[src/rtl/display_value_formatter.sv]
// Formats a 20-bit value as six digit codes plus a leading-zero blank mask.
// Decimal mode uses a serial double-dabble (one shift per clock), hex mode is a direct split.
module display_value_formatter #(
  parameter int BLANK_LZ = 1
) (
  input  logic        clock,
  input  logic        reset,
  input  logic [19:0] value,
  input  logic        hex_mode,
  input  logic        load,
  output logic        ready,
  output logic        done,
  output logic [3:0]  BCH5,
  output logic [3:0]  BCH4,
  output logic [3:0]  BCH3,
  output logic [3:0]  BCH2,
  output logic [3:0]  BCH1,
  output logic [3:0]  BCH0,
  output logic [5:0]  blank
);

  localparam logic [5:0]  BLANK_RESET = (BLANK_LZ != 0) ? 6'b111110 : 6'b000000;
  localparam logic [19:0] DEC_MAX     = 20'd999999;
  localparam logic [4:0]  LAST_SHIFT  = 5'd19;

  typedef enum logic [1:0] {
    IDLE,
    CONV,
    UPDATE
  } state_t;

  state_t      state;
  state_t      state_next;
  logic [43:0] shreg;
  logic [43:0] shreg_adj;
  logic [4:0]  shift_cnt;
  logic        hex_q;
  logic        ovf_q;
  logic [23:0] digits;
  logic [5:0]  blank_next;
  logic        zero_run;

  assign ready = (state == IDLE);

  always_ff @(posedge clock or posedge reset) begin
    if (reset) begin
      state <= IDLE;
    end else begin
      state <= state_next;
    end
  end

  always_comb begin
    state_next = state;
    case (state)
      IDLE: begin
        if (load) begin
          state_next = (hex_mode || (value > DEC_MAX)) ? UPDATE : CONV;
        end
      end
      CONV: begin
        if (shift_cnt == LAST_SHIFT) begin
          state_next = UPDATE;
        end
      end
      UPDATE:  state_next = IDLE;
      default: state_next = IDLE;
    endcase
  end

  // Double-dabble correction: any BCD nibble of 5 or more gets +3 before the shift.
  always_comb begin
    shreg_adj = shreg;
    for (int i = 0; i < 6; i++) begin
      if (shreg[20 + 4*i +: 4] >= 4'd5) begin
        shreg_adj[20 + 4*i +: 4] = shreg[20 + 4*i +: 4] + 4'd3;
      end
    end
  end

  // The raw value stays in the low 20 bits in hex/overflow mode since no shifts happen there.
  always_comb begin
    digits     = shreg[43:20];
    blank_next = 6'b000000;
    zero_run   = 1'b1;
    if (ovf_q) begin
      digits = 24'hEEEEEE;
    end else if (hex_q) begin
      digits = {4'h0, shreg[19:0]};
    end
    for (int i = 5; i >= 1; i--) begin
      zero_run      = zero_run && (digits[4*i +: 4] == 4'h0);
      blank_next[i] = zero_run;
    end
    if ((BLANK_LZ == 0) || ovf_q) begin
      blank_next = 6'b000000;
    end
  end

  always_ff @(posedge clock or posedge reset) begin
    if (reset) begin
      shreg     <= '0;
      shift_cnt <= '0;
      hex_q     <= 1'b0;
      ovf_q     <= 1'b0;
      done      <= 1'b0;
      BCH5      <= 4'h0;
      BCH4      <= 4'h0;
      BCH3      <= 4'h0;
      BCH2      <= 4'h0;
      BCH1      <= 4'h0;
      BCH0      <= 4'h0;
      blank     <= BLANK_RESET;
    end else begin
      done <= 1'b0;
      case (state)
        IDLE: begin
          if (load) begin
            shreg     <= {24'b0, value};
            shift_cnt <= '0;
            hex_q     <= hex_mode;
            ovf_q     <= !hex_mode && (value > DEC_MAX);
          end
        end
        CONV: begin
          shreg     <= shreg_adj << 1;
          shift_cnt <= shift_cnt + 5'd1;
        end
        UPDATE: begin
          BCH5  <= digits[23:20];
          BCH4  <= digits[19:16];
          BCH3  <= digits[15:12];
          BCH2  <= digits[11:8];
          BCH1  <= digits[7:4];
          BCH0  <= digits[3:0];
          blank <= blank_next;
          done  <= 1'b1;
        end
        default: ;
      endcase
    end
  end

endmodule

[config.mk]
export PLATFORM = sky130hd
export DESIGN_NAME = display_value_formatter
export DESIGN_NICKNAME = d
export VERILOG_FILES = /design/src/rtl/display_value_formatter.sv
export SDC_FILE = /design/constraint.sdc
export NUM_CORES = 1
export LEC_CHECK = 0
export ABC_AREA = 1
export CAP_MARGIN = 20
export CORE_MARGIN = 5
export CORE_UTILIZATION = 50
export CTS_CLUSTER_DIAMETER = 150
export DETAILED_ROUTE_END_ITERATION = 8
export PLACE_DENSITY_LB_ADDON = 0.08
export REMOVE_ABC_BUFFERS = 1
export SLEW_MARGIN = 40
export SYNTH_ARGS = -nofsm -noshare
export SYNTH_HDL_FRONTEND = slang
export SYNTH_SLANG_ARGS = --single-unit
export TNS_END_PERCENT = 20
[constraint.sdc]
create_clock -name clock -period 2.83 [get_ports clock]
set_input_delay 0.566 -clock clock [delete_from_list [all_inputs] [get_ports clock]]
set_output_delay 0.566 -clock clock [all_outputs]
set_load 0.01 [all_outputs]
==> impl_metrics.ini <==
[run_status]
status = completed

[synth]
synth_top_area_share = 0.466
synthCells = 506
synth_top_family_by_area = compound AO/OA/AOI/OAI gates
synth-seq-cells = 83
synth_compound_gate_area_share = 0.193
synth_top_area_cell = dfrtp_1
synth_fa_ha_area_frac = 0.0388
synth.area.mux_share = 0
synth_warnings = 0
syn_avg_cell_area_um2 = 8.29
synth_xor_area_frac = 0.00627
synth.top_cells.by_area = dfrtp_1 47%, nand2_1 8.2%, o21ai_0 7.2%
yosys.area_share.simple = 0.178
netlist_area_mm2 = 0.00419
ys_types = 35
ys_seq_area_frac = 0.497

[floorplan]
chipWidth_um = 102
ioPinCount = 56
start_util = 0.513
rows = 33
core_mm2 = 0.00818
fp.dieH_um = 102
die_area_mm2 = 0.0103

[layout]
fillers = 729
final_nets = 592
drive_gt1_frac = 0.0714
antenna_cells = 0
finalNonFillerCells = 665
synthToLayoutAreaGrowth_pct = 19.0

[power]
finalPower_w = 0.00480
p_leak_nw = 2.31
power.density_mw_per_mm2 = 963
ir_worst_vdd_v = 0.000788

[flow_run]
cap_violations = 0

[placement]
placed_cells = 649
port_buffers = 54
dp_slack_ns = 0.814
hpwl_mm = 6.99
gp_congestion = 0.876

[sta]
rsz0062_at_grt = false
period_minus_slack_ns = 2.08
max_freq_mhz = 481
worst_slew_pin_slew_ns = 0.580
finalHoldViolCount = 0
timing.final.crit_share = 0.735
final_max_slew_viol_count = 0
final-setup-viol-count = 0
tns_ns = 0
fin_skew_ns = 0.0135
slew_headroom = 0.613
fin_ws_ns = 0.751
whs_ns = 0.467

[clock_network]
cts_root_buf = clkbuf_8
cts_tree = built
htreeDepth = 3
cts_resized = 0
clock_sinks = 83
cts_hold_buf = 0
clock_path_buffers = 2
clk_latency_ns = 0.36
clkTransAtPathRegs_ns = 0.08
cts_setup_buffers = 0
cts_buffers = 9

[worst_setup_path]
ff2ff_path_depth = 4
worst-setup-path-type = reg -> out
worstSetupPathDepth = 2
crit_chain = nor2_1 -> clkdlybuf4s50_1
r2r_start = state[0]
path_buf_inv = 1
max_stage_delay_ns = 0.54
worstPathArrival_ns = 1.51
crit_slowest_cell = clkdlybuf4s50_1
end_kind = primary output
crit_fanout = 6
required_ns = 2.26
critPathTopFamily = buffers and inverters
setup.worst_path.start_class = flop
crit_start = state[0]

[min_path]
hp-class = reg -> reg
worstHoldPathCells = 2
min-delay-start = blank[3]

[routing]
post_drt_via_cell_ratio = 5.37
vias = 3574
drt-initial-drc-count = 160
drt-total-wl_mm = 9.92
firstDrtPassIters = 5
routedWlPerCell_um = 14.9
drtAntennaViolNets = 0
drc = 0

[global_route]
grt_pass1_vias = 3352
grt_usage = 0.203
grt_pass1_wl_mm = 16.4
antenna_found_initial = 0
grt_start_max_net_pins = 39
gr-total-overflow = 0
[cells in the final DEF (no fill, tap or decap), drive strengths merged, types with 6 or more instances in the layout]
master and n:
inv 56, nor2 78, nand2 95, o21ai 64, buf 6, clkdlybuf4s50 54
dfrtp 78, o22ai 21, a21oi 36, nand3 10, ha 13, clkbuf 11
[final cells by class]
| cell class | instances | area [µm²] | share of cell area |
|---|---|---|---|
| clock buffer | 11 | 131 | 0.0263 |
| clock inverter | 5 | 77.6 | 0.0155 |
| multi-input combinational | 343 | 1750 | 0.351 |
| tap | 105 | 131 | 0.0263 |
| timing repair buffer | 60 | 598 | 0.120 |
| inverter | 58 | 219 | 0.0439 |
| sequential | 83 | 2080 | 0.418 |
[where the power goes]
part / switching (W) / internal [W]
sequential: 0.000248 / 0.00157
clock: 0.000419 / 0.000495
combinational: 0.00123 / 0.000837
[synth_stat cells, drive strengths merged]
master and number:
o32ai 4, a41oi 1, buf 20, nand3 10, nand2 95, inv 57, clkinv 1, o21bai 1
clkbuf 2, o22ai 21, dfstp 5, xor2 3, nor2 78, dfrtp 78, o21ai 64, nor3 1
o211ai 4, a221oi 4, ha 13, nand4 3, a21o 1, a22o 2, a31oi 1, a21oi 36
conb 1
[final timing paths]
check / end / slack, ns
setup / recovery: ready / 0.75
hold / removal: blank[3] / 0.47
setup reg to reg: shreg[40] / 0.99
hold reg to reg: blank[3] / 0.47
max in group asynchronous: BCH0[3] / 1.63
min in group asynchronous: BCH4[1] / 0.53
[registers in the layout (all words and copies together), names as in the netlist]
signal / flops
done: 1
shift_cnt: 5
BCH3: 4
blank: 5
BCH2: 4
BCH4: 4
BCH0: 4
hex_q: 1
ovf_q: 1
state: 2
BCH1: 4
shreg: 44
BCH5: 4
[worst register-to-register path: stages, from the launching register on]
cell and delay (ns):
dfrtp_1 0.51, nand2_2 0.35, inv_1 0.54, o211ai_1 0.25, o21ai_0 0.12
[logic make-up after synthesis]
family / Yosys count
and+or+nand+nor: 187
xor gates and xnor gates: 3
AOI/OAI and AO/OA: 139
other: 1
adders and majority gates: 13
buffers and inverters: 80
DFF: 83
[stage by stage]
step	cell area, µm²	utilization
after CTS	4990	0.610
after global placement	4780	0.585
after floorplan	4050	-
after global routing	4990	0.610
final	4990	0.610
after detailed placement	4780	0.585
[layer usage]
metal,global-route usage,share of wire,vias to the layer above
li1,-,-,1769
met1,0.287,0.47,1688
met2,0.318,0.46,102
met3,0.0386,0.057,15
met4,0.0624,0.015,0
met5,0,0,-
No activity file was read; power rests on OpenSTA's default activity.
